`src/rtl/pipeline_hazard_ctrl.sv`:
```
// ---------------------------------------------------------------------------
// pipeline_hazard_ctrl
//
// Hazard and flow controller for the in-order pipeline. It keeps a small
// tracker describing every instruction in stages 2..NSTAGE-1 and compares
// the sources of the instruction in operand fetch (stage 1) against it to
// find read-after-write hazards. It resolves each hazard in one of two ways:
// by forwarding from a later stage (FWD=1), or by stalling fetch and
// inserting a bubble into EX. A taken branch in EX flushes IF/OF and
// overrides any hazard. Two saturating counters record stall and flush
// cycles.
//
// Ports
//   clk                    rising-edge clock
//   reset                  asynchronous, active-low reset
//   id_valid               OF stage holds a real instruction
//   id_rs1 / id_rs2        OF source registers
//   id_rs1_use/id_rs2_use  OF source is actually read
//   id_wb / id_isld        OF instruction writes a register / is a load
//   id_rd                  OF destination register
//   ex_branch_taken        branch in stage 2 resolved taken this cycle
//   stall                  hold IF PC and the IF/OF register
//   bubble                 load a NOP into the OF/EX register
//   flush                  kill IF and OF contents
//   fwd_sel1 / fwd_sel2    0 = register file, k = forward from stage k
//   stall_cnt / flush_cnt  saturating event counters
// ---------------------------------------------------------------------------
module pipeline_hazard_ctrl #(
   parameter int NSTAGE = 5,
   parameter int RA_W   = 4,
   parameter int FWD    = 1,
   parameter int CNT_W  = 16,
   parameter int SEL_W  = $clog2(NSTAGE)
) (
   input  logic             clk,
   input  logic             reset,
   input  logic             id_valid,
   input  logic [RA_W-1:0]  id_rs1,
   input  logic [RA_W-1:0]  id_rs2,
   input  logic             id_rs1_use,
   input  logic             id_rs2_use,
   input  logic             id_wb,
   input  logic             id_isld,
   input  logic [RA_W-1:0]  id_rd,
   input  logic             ex_branch_taken,
   output logic             stall,
   output logic             bubble,
   output logic             flush,
   output logic [SEL_W-1:0] fwd_sel1,
   output logic [SEL_W-1:0] fwd_sel2,
   output logic [CNT_W-1:0] stall_cnt,
   output logic [CNT_W-1:0] flush_cnt
);

   // Tracker index i describes pipeline stage i+2.
   localparam int NTRK = NSTAGE - 2;

   logic [NTRK-1:0] trk_valid_r;
   logic [NTRK-1:0] trk_wb_r;
   logic [RA_W-1:0] trk_rd_r [NTRK];
   // The load flag only matters in stage 2 (load-use), so only that one is kept.
   logic            trk_isld_r;

   logic [CNT_W-1:0] stall_cnt_r;
   logic [CNT_W-1:0] flush_cnt_r;

   logic [NTRK-1:0]  m1_s;
   logic [NTRK-1:0]  m2_s;
   logic [SEL_W-1:0] stg1_s;
   logic [SEL_W-1:0] stg2_s;
   logic             haz1_s;
   logic             haz2_s;
   logic [SEL_W-1:0] sel1_s;
   logic [SEL_W-1:0] sel2_s;

   // Per-stage source matches and youngest matching stage for each operand.
   always_comb begin
      m1_s   = {NTRK{1'b0}};
      m2_s   = {NTRK{1'b0}};
      stg1_s = {SEL_W{1'b0}};
      stg2_s = {SEL_W{1'b0}};
      for (int i = 0; i < NTRK; i++) begin
         m1_s[i] = id_valid && id_rs1_use && trk_valid_r[i] && trk_wb_r[i] &&
                   (trk_rd_r[i] == id_rs1);
         m2_s[i] = id_valid && id_rs2_use && trk_valid_r[i] && trk_wb_r[i] &&
                   (trk_rd_r[i] == id_rs2);
      end
      // Walk oldest to youngest so the youngest match is left standing.
      for (int i = NTRK - 1; i >= 0; i--) begin
         stg1_s = m1_s[i] ? SEL_W'(i + 2) : stg1_s;
         stg2_s = m2_s[i] ? SEL_W'(i + 2) : stg2_s;
      end
   end

   // Hazard classification and raw forwarding selects per operand.
   always_comb begin
      haz1_s = 1'b0;
      haz2_s = 1'b0;
      sel1_s = {SEL_W{1'b0}};
      sel2_s = {SEL_W{1'b0}};
      if (FWD != 0) begin
         // Only a load still in EX cannot be forwarded.
         haz1_s = m1_s[0] && trk_isld_r;
         haz2_s = m2_s[0] && trk_isld_r;
         sel1_s = ((|m1_s) && !haz1_s) ? stg1_s : {SEL_W{1'b0}};
         sel2_s = ((|m2_s) && !haz2_s) ? stg2_s : {SEL_W{1'b0}};
      end else begin
         // No write-through register file: every match waits it out.
         haz1_s = |m1_s;
         haz2_s = |m2_s;
      end
   end

   // Flow-control outputs; reset forces quiet, a taken branch beats any hazard.
   always_comb begin
      stall    = 1'b0;
      bubble   = 1'b0;
      flush    = 1'b0;
      fwd_sel1 = {SEL_W{1'b0}};
      fwd_sel2 = {SEL_W{1'b0}};
      if (!reset) begin
         stall = 1'b0;
      end else if (ex_branch_taken) begin
         flush  = 1'b1;
         bubble = 1'b1;
      end else begin
         stall    = haz1_s || haz2_s;
         bubble   = haz1_s || haz2_s;
         fwd_sel1 = sel1_s;
         fwd_sel2 = sel2_s;
      end
   end

   // Tracker shift: stage 2 takes the OF instruction unless it is being killed.
   always_ff @(posedge clk or negedge reset) begin
      if (!reset) begin
         trk_valid_r <= {NTRK{1'b0}};
         trk_wb_r    <= {NTRK{1'b0}};
         trk_isld_r  <= 1'b0;
         for (int i = 0; i < NTRK; i++) begin
            trk_rd_r[i] <= {RA_W{1'b0}};
         end
      end else begin
         trk_valid_r <= {trk_valid_r[NTRK-2:0], (id_valid && !(bubble || flush))};
         trk_wb_r    <= {trk_wb_r[NTRK-2:0], id_wb};
         trk_isld_r  <= id_isld;
         trk_rd_r[0] <= id_rd;
         for (int i = 1; i < NTRK; i++) begin
            trk_rd_r[i] <= trk_rd_r[i-1];
         end
      end
   end

   // Saturating stall / flush event counters.
   always_ff @(posedge clk or negedge reset) begin
      if (!reset) begin
         stall_cnt_r <= {CNT_W{1'b0}};
         flush_cnt_r <= {CNT_W{1'b0}};
      end else begin
         if (stall && (stall_cnt_r != {CNT_W{1'b1}})) begin
            stall_cnt_r <= stall_cnt_r + CNT_W'(1);
         end else begin
            stall_cnt_r <= stall_cnt_r;
         end
         if (flush && (flush_cnt_r != {CNT_W{1'b1}})) begin
            flush_cnt_r <= flush_cnt_r + CNT_W'(1);
         end else begin
            flush_cnt_r <= flush_cnt_r;
         end
      end
   end

   assign stall_cnt = stall_cnt_r;
   assign flush_cnt = flush_cnt_r;

endmodule

```
`config.mk`:
```
export PLATFORM = sky130hd
export DESIGN_NAME = pipeline_hazard_ctrl
export DESIGN_NICKNAME = d
export VERILOG_FILES = /design/src/rtl/pipeline_hazard_ctrl.sv
export SDC_FILE = /design/constraint.sdc
export NUM_CORES = 1
export LEC_CHECK = 0
export CELL_PAD_IN_SITES_DETAIL_PLACEMENT = 0
export CELL_PAD_IN_SITES_GLOBAL_PLACEMENT = 1
export CORE_ASPECT_RATIO = 2
export CORE_MARGIN = 5
export CORE_UTILIZATION = 38
export CTS_CLUSTER_DIAMETER = 50
export CTS_CLUSTER_SIZE = 16
export DETAILED_ROUTE_END_ITERATION = 16
export PLACE_DENSITY = 0.84
export SYNTH_ARGS = -nofsm -noshare
export SYNTH_HDL_FRONTEND = slang
export SYNTH_SLANG_ARGS = --single-unit
export TNS_END_PERCENT = 10
```
`constraint.sdc`:
```
create_clock -name clk -period 2.3 [get_ports clk]
set_clock_uncertainty 0.1 [all_clocks]
set_input_delay 0.575 -clock clk [delete_from_list [all_inputs] [get_ports clk]]
set_output_delay 0.575 -clock clk [all_outputs]
set_load 0.005 [all_outputs]
```
# --- Word level (Yosys, flattened, before mapping) ---
# Cells that the tools add are included.
totals:
  reg_bits: 51
  latchBits: 0
  ram_bits: 0
  mem_bits_ro: 0
  input_bits: 20
  out_inout_bits: 41
  wordCells: 70
  mem_count: 0
classes:
  addsub: 2
  n_mul: 0
  n_div: 0
  order_cmp: 0
  n_eq_ne: 8
  n_shift: 0
  muxes: 18
  bitwise: 0
  reduce_logical: 34
ops:
  columns: ["operator", "n"]
  rows:
  - ["$mux W3", 12]
  - ["$add A16 B1 Y16 const B", 2]
  - ["$ne A16 B16 Y1 const B", 2]
  - ["$logic_and A1 B1 Y1", 27]
  - ["$eq A4 B4 Y1", 6]
  - ["$mux W1", 6]
  - ["$reduce_or A3 Y1", 2]
  - ["$logic_not A1 Y1", 3]
  - ["$logic_or A1 B1 Y1", 2]

# --- Depth between registers and ports, before layout ---
# Gate-level depths: netlist of the first run.
logic_depth:
  ltp_word: 11
  mapped_depth: 7
  depth_no_buf: 6

# --- Least setup slack after synthesis of the first run ---
# No wires, ideal clock.
synth_timing:
  kind: "in2out"
  from: "input id_valid"
  to: "output stall"
  arrival_time_ns: 1.429
  required_ns: 1.625
  slack_ns: 0.196
  path_stages: 6
  path_buffers: 1
  cell_sequence: "buf_2 nand4_1 nor2_1 nand2_1 a21oi_1 and2_1"
synth_between:
  elab_chain_len: 8
  elab_cells_between_ends: 13
  classes_between: "mux (2); reduce/logical (11)"
synth_lines:
  columns: ["item", "line", "text"]
  rows:
  - ["start: declaration", "37", "input logic id_valid,"]
  - ["$logic_and A1 B1 Y1, on equally long branches (4 in series)", "83, 85", null]
  - ["$logic_and A1 B1 Y1, on equally long branches", "103, 104", null]
  - ["$logic_or A1 B1 Y1 (*)", "127", "stall = haz1_s || haz2_s;"]
  - ["$mux W1 (*)", "123", "end else if (ex_branch_taken) begin"]
  - ["$mux W1 (*)", "121", "if (!reset) begin"]
  - ["end: declaration", "46", "output logic stall,"]
# Every way passes the cells marked *; elsewhere a longest branch is shown, timed or not.

# --- Final worst setup path of the first run ---
layout_timing:
  from: "register trk_rd_r[8] (netlist name)"
  to: "output fwd_sel1[0]"
layout_between:
  elab_chain_len: 8
  elab_cells_between_ends: 10
  classes_between: "eq/ne (1); mux (4); reduce/logical (5)"
layout_lines:
  columns: ["item", "line", "text"]
  rows:
  - ["start: declaration", "60", "logic [RA_W-1:0] trk_rd_r [NTRK];"]
  - ["start signal: indexed assignment", "141", "trk_rd_r[i] <= {RA_W{1'b0}};"]
  - ["start signal: indexed assignment", "149", "trk_rd_r[i] <= trk_rd_r[i-1];"]
  - ["$eq A4 B4 Y1 (*)", "84", "(trk_rd_r[i] == id_rs1);"]
  - ["$logic_and A1 B1 Y1 (*)", "83", "m1_s[i] = id_valid && id_rs1_use && trk_valid_r[i] && trk_wb_r[i] &&"]
  - ["$logic_and A1 B1 Y1", "103", "haz1_s = m1_s[0] && trk_isld_r;"]
  - ["$logic_not A1 Y1", "105", "sel1_s = ((|m1_s) && !haz1_s) ? stg1_s : {SEL_W{1'b0}};"]
  - ["$logic_and A1 B1 Y1", "105", null]
  - ["$mux W3 (*)", "105", null]
  - ["$mux W3 (*)", "123", null]
  - ["$mux W3 (*)", "121", null]
  - ["end: declaration", "49", "output logic [SEL_W-1:0] fwd_sel1,"]
# Marks and branches as above.

==> impl_metrics.json, run 1 <==
{
  "end_kind": "output port",
  "cts-root-buf": "clkbuf_16",
  "fmax_mhz": 412,
  "finalCritPeriodShare": 1.06,
  "finalHoldViolCount": 0,
  "crit_type": "flip-flop to output port",
  "cpMaxStageDelayCell": "dfrtp_2",
  "crit_end": "fwd_sel1[0]",
  "initial_core_util": 0.392,
  "clock-sinks": 51,
  "die_w_um": 67.1,
  "grt.overflow.total": 0,
  "synth_fp_nets": 249,
  "hold_buffers": 0,
  "hpwl_mm": 4.98,
  "drt_wl_total_mm": 6.51,
  "clkTransAtPathRegs_ns": 0.07,
  "via_per_inst": 5.04,
  "use_met2": 0.307,
  "met1_usage": 0.170,
  "htreeDepth": 2,
  "io_buffers": 60,
  "drive_above_1_share": 0.291,
  "antenna_found_initial": 0,
  "rows": 41,
  "synth_area_per_cell_um2": 10.9,
  "cp_top_family": "simple AND/OR/NAND/NOR gates",
  "place_congestion": 0.842,
  "ys_seq_area_frac": 0.516,
  "synth_seq_cells": 51,
  "yosysTopAreaCellShare": 0.516,
  "cp_common_cell": "nand2_1",
  "die_area_um2": 8320,
  "grt_pass1_wl_mm": 10.2,
  "utilization": 0.583,
  "synth_edf_count": 0,
  "setup_viol": 8,
  "status": "finished with violations",
  "slew_headroom": 0.494,
  "synth_area_um2": 2470,
  "drt-initial-drc-count": 50,
  "crit_required_ns": 1.62,
  "yosys_most_used_dff": "dfrtp_1",
  "met3_usage": 0.0370,
  "cp_num_cells": 7,
  "yosys.area.top_type": "dfrtp_1",
  "min_period_ns": 2.43,
  "tns_ns": -0.650,
  "irDropWorstVdd_uv": 571,
  "worst_path_largest_cell_delay_ns": 0.44,
  "yosys-top-cells-count": "dfrtp_1 (51), xnor2_1 (30), xor2_1 (23), nand2_1 (18), nand4_1 (18)",
  "worstPathCellList": "xor2_1, nor3_2, nand2_1, buf_4, nand2_1, nor2_1, clkdlybuf4s15_1",
  "busiest_layer": "met2",
  "grtUsageTotal": 0.167,
  "areaGrowthSynthToFinish_pct": 48.5,
  "yosysMostFrequentCell": "dfrtp_1",
  "yosysUniqueCellTypes": 36,
  "holdWs_ns": 0.143,
  "grt_pass1_vias": 2146,
  "clock_latency_ns": 0.29,
  "p_leak_nw": 1.58,
  "coreArea_um2": 6310,
  "rrSetupSlack_ns": 0.13,
  "worst_slack_ns": -0.129,
  "path_buf_inv": 2,
  "first_pass_iters": 4,
  "maxCapViolations": 0,
  "crit_fanout": 3,
  "cts_made_buffers": 5,
  "tightest_slew_ns": 0.754,
  "violations": "negative setup slack",
  "start_kind": "flip-flop",
  "drc_errors": 0,
  "arrival_ns": 1.75,
  "maxSlewViolCount": 0,
  "synthCells": 227,
  "io_pins": 61,
  "reg2reg_to": "stall_cnt[10]",
  "postRouteAntennaNets": 0,
  "power_density_nw_per_um2": 619,
  "rsz0062_at_grt": "true",
  "hp-class": "input pin to asynchronous set/reset pin",
  "grt_max_degree": 29,
  "reg2reg_depth": 8,
  "synth_warnings": 0,
  "crit_start": "trk_rd_r[8]",
  "tritoncts": "built",
  "async_flop_share": 1.00,
  "finalNetCount": 347,
  "die_y_um": 124,
  "wl_per_cell_um": 15.8,
  "ys_top_cells_by_area": "dfrtp_1 (52%), xnor2_1 (11%), xor2_1 (8.1%), nand4_1 (4.6%), nand3_1 (2.8%)",
  "power_w": 0.00228,
  "rr_startpoint": "trk_rd_r[8]",
  "postPlaceCellArea_um2": 3370,
  "via_count": 2081,
  "cts_buffer_depth": 2,
  "design_area_um2": 3680
}
-- report_power, final --
part           switching (W)  internal (W)
registers          0.0000811      0.000966
clock network       0.000320      0.000541
logic               0.000147      0.000222
total               0.000548       0.00173
-- repair_timing --
action	4_1_cts	5_1_grt
endpoints found under the setup margin	22	11
pin swaps	19	9
buffers inserted	4	1
gates resized for setup	91	10
-- routing by layer --
| layer | vias up | part of all wire |
|---|---|---|
| li1 | 990 | - |
| met1 | 1023 | 0.35 |
| met2 | 52 | 0.58 |
| met3 | 16 | 0.036 |
| met4 | 0 | 0.033 |
| met5 | - | 0 |
-- registers in the layout, indices dropped and copies added, names as in the netlist --
signal / flops
trk_isld_r: 1
stall_cnt: 16
flush_cnt: 16
trk_rd_r: 12
trk_valid_r: 3
trk_wb_r: 3
-- cell families (layout without fill, tap and decap cells) --
kind of cell,after synthesis,after routing,synth area share
AOI/OAI and AO/OA,9,9,0.0268
xor gates and xnor gates,53,53,0.188
adders and majority gates,2,2,0.0101
buffers and inverters,7,106,0.0142
DFF,51,51,0.516
muxes,3,3,0.0136
other,0,1,0
and+or+nand+nor,102,102,0.232
-- cell usage in the layout (no fill, tap or decap), drive strengths merged, types with 3 or more instances in the layout --
master / Yosys / routed
xor2: 23 / 23
clkbuf: 0 / 8
buf: 2 / 46
nor3b: 3 / 3
nor4: 6 / 6
nand2: 18 / 18
nor2: 11 / 11
nor3: 15 / 15
dfrtp: 51 / 51
nand4: 18 / 18
a21oi: 4 / 4
inv: 5 / 5
xnor2: 30 / 30
and3: 3 / 3
clkdlybuf4s15: 0 / 4
nand3: 14 / 14
clkdlybuf4s50: 0 / 39
mux2: 3 / 3
-- per-stage QoR --
| step | setup slack, ns | std cells |
|---|---|---|
| detailed placement | -0.952 | 399 |
| global route | -0.218 | 412 |
| global placement | -0.909 | 399 |
| floorplan | 0.196 | 227 |
| CTS | -0.138 | 411 |
| finish | -0.129 | 413 |
-- how the worst min path moves through the flow --
stage / from / end / slack, ns / cells after the start
after floorplan: reset / flush_cnt[0] / 0.18 / 0
after global placement: trk_valid_r[0] / trk_valid_r[1] / 0.28 / 0
after detailed placement: trk_wb_r[1] / trk_wb_r[2] / 0.29 / 0
after CTS: reset / stall_cnt[4] / 0.14 / 2
after global routing: reset / stall_cnt[10] / 0.15 / 2
final: reset / stall_cnt[4] / 0.14 / 2
-- final cells by class --
| cell class | instances | area [µm²] |
|---|---|---|
| repair buffers | 93 | 796 |
| diodes | 1 | 2.50 |
| flip-flops and latches | 51 | 1280 |
| multi-input cells | 169 | 1300 |
| clock inverters | 2 | 35.0 |
| clock buffers | 6 | 139 |
| fillers | 577 | 2630 |
| well taps | 86 | 108 |
| inverters | 5 | 18.8 |
Power figures use the tool's default switching activity.
==> run 2, diff against run 1 <==
==> constraint.sdc (replaced) <==
create_clock -name clk -period 2.3 [get_ports clk]
set_clock_uncertainty 0.1 [all_clocks]
set_input_delay 0.575 -clock clk [delete_from_list [all_inputs] [get_ports clk]]
set_output_delay 0.575 -clock clk [all_outputs]
set_load 0.1 [all_outputs]
==> impl_metrics.json, run 2 (synthesis gave the netlist of run 1 again) <==
{
  "wl_per_cell_um": 15.2,
  "crit_type": "input pin to output port",
  "grt_pass1_vias": 2260,
  "clkPwrFrac": 0.319,
  "utilization": 0.623,
  "netSwitchingPower_w": 0.000942,
  "power_w": 0.00271,
  "slew_headroom": 0.631,
  "pwr-share-comb": 0.291,
  "rows": 41,
  "p_seq_frac": 0.391,
  "grt_max_degree": 46,
  "maxSlewViolCount": 0,
  "instances_no_fill": 423,
  "clock_latency_ns": 0.29,
  "maxCapViolations": 0,
  "drt-initial-drc-count": 64,
  "via_per_inst": 5.02,
  "status": "finished with violations",
  "cts-root-buf": "clkbuf_16",
  "switching_share": 0.348,
  "power_density_nw_per_um2": 689,
  "io_buffers": 60,
  "tritoncts": "built",
  "setup_viol": 8,
  "die_w_um": 67.1,
  "start_kind": "input pin",
  "clock-sinks": 51,
  "cpMaxStageDelayCell": "nor3_2",
  "die_y_um": 124,
  "tightest_slew_ns": 0.554,
  "via_count": 2125,
  "final_cell_mix": "buf_4 (68), dfrtp_1 (48), xnor2_1 (28)",
  "crit_required_ns": 1.62,
  "place_congestion": 0.876,
  "violations": "negative setup slack",
  "place_inst": 411,
  "hpwl_mm": 4.92,
  "worstPathCellList": "clkdlybuf4s15_2, xor2_2, nor3_2, nand2_2, a21oi_4, and2_4, buf_12",
  "grtUsageTotal": 0.171,
  "hold_buffers": 0,
  "cts_buffer_depth": 2,
  "first_pass_iters": 4,
  "initial_core_util": 0.392,
  "arrival_ns": 1.83,
  "worst_path_largest_cell_delay_ns": 0.24,
  "min_period_ns": 2.50,
  "areaGrowthSynthToFinish_pct": 58.8,
  "postRouteAntennaNets": 0,
  "fmax_mhz": 399,
  "hp-class": "input pin to asynchronous set/reset pin",
  "rsz0062_at_grt": "true",
  "irDropWorstVdd_uv": 566,
  "clkTransAtPathRegs_ns": 0.06,
  "coreArea_um2": 6310,
  "finalNetCount": 358,
  "mostFrequentLayoutCell": "buf_4",
  "diodes": 0,
  "finalCritPeriodShare": 1.09,
  "postPlaceCellArea_um2": 3640,
  "drt_wl_total_mm": 6.42,
  "grt.overflow.total": 0,
  "drc_errors": 0,
  "cts_made_buffers": 5,
  "crit_fanout": 3,
  "drive_above_1_share": 0.418,
  "grt_pass1_wl_mm": 10.8,
  "p_int_w": 0.00176,
  "die_area_um2": 8320,
  "antenna_found_initial": 0,
  "design_area_um2": 3930,
  "end_kind": "output port",
  "finalHoldViolCount": 0,
  "io_pins": 61,
  "worst_slack_ns": -0.204,
  "p_leak_nw": 1.75,
  "htreeDepth": 2,
  "holdWs_ns": 0.139
}
## run 2: cell types whose count changed in the layout (fill, tap and decap cells not counted), moves of 6 or more
| cell | change |
|---|---|
| clkdlybuf4s50_1 | -33 |
| buf_2 | -7 |
| buf_4 | +41 |
| buf_12 | +17 |
| buf_6 | -6 |
## run 2: through the flow
stage          setup WS [ns]  setup TNS [ns]
4_1_cts               -0.263           -1.57
2_1_floorplan         -0.275           -2.31
6_report              -0.204           -1.31
5_1_grt               -0.294           -1.95
3_3_place_gp          -0.633           -8.74
3_5_place_dp          -0.692           -9.50
## run 2: what timing repair did
action                                  CTS  global route
cloned                                    0             0
hold endpoints to repair                  0             0
endpoints found under the setup margin   17             8
gates resized for setup                  46            14
pin swaps                                15            13
setup buffers                             2             2
## run 2: cell type report
cell class                 count  area, µm²
clock buffer                   6        139
clock inverter                 2       35.0
fill                         534       2380
inverter                       5       18.8
multi-input combinational    169       1340
sequential                    51       1280
tap                           86        108
timing repair buffer         104       1010
## run 2: power groups by stage
stage | logic (W) | registers [W] | clock network, W
6_report | 0.000786 | 0.00106 | 0.000863
3_5_place_dp | 0.000786 | 0.00107 | 0
3_3_place_gp | 0.000778 | 0.00107 | 0
5_1_grt | 0.000830 | 0.00107 | 0.000922
2_1_floorplan | 0.000153 | 0.00140 | 0
4_1_cts | 0.000787 | 0.00106 | 0.000885
## run 2: worst paths after layout
kind / endpoint / depth (start not counted) / startpoint / slack [ns]
setup / recovery: stall / 7 / id_rs2[3] / -0.20
hold / removal: flush_cnt[10] / 2 / reset / 0.14
setup reg to reg: stall_cnt[10] / 8 / trk_rd_r[11] / 0.11
hold reg to reg: trk_wb_r[2] / 0 / trk_wb_r[1] / 0.32
max in group asynchronous: stall_cnt[1] / 3 / reset / 1.15
min in group clk: trk_wb_r[2] / 0 / trk_wb_r[1] / 0.32
## run 2: worst max-delay path: cells and delay by family
| family | cells | cell delay (ns) |
|---|---|---|
| buffers and inverters | 2 | 0.38 |
| and+or+nand+nor | 3 | 0.52 |
| xor gates and xnor gates | 1 | 0.18 |
| AOI/OAI and AO/OA | 1 | 0.17 |
## run 2: per-layer routing
metal / GRT usage / wire length, µm / share of wire / vias to the layer above
li1: - / - / - / 1011
met1: 0.181 / 2290 / 0.36 / 1040
met2: 0.312 / 3670 / 0.57 / 58
met3: 0.0343 / 246 / 0.038 / 16
met4: 0.0864 / 212 / 0.033 / 0
met5: 0 / 0 / 0 / -
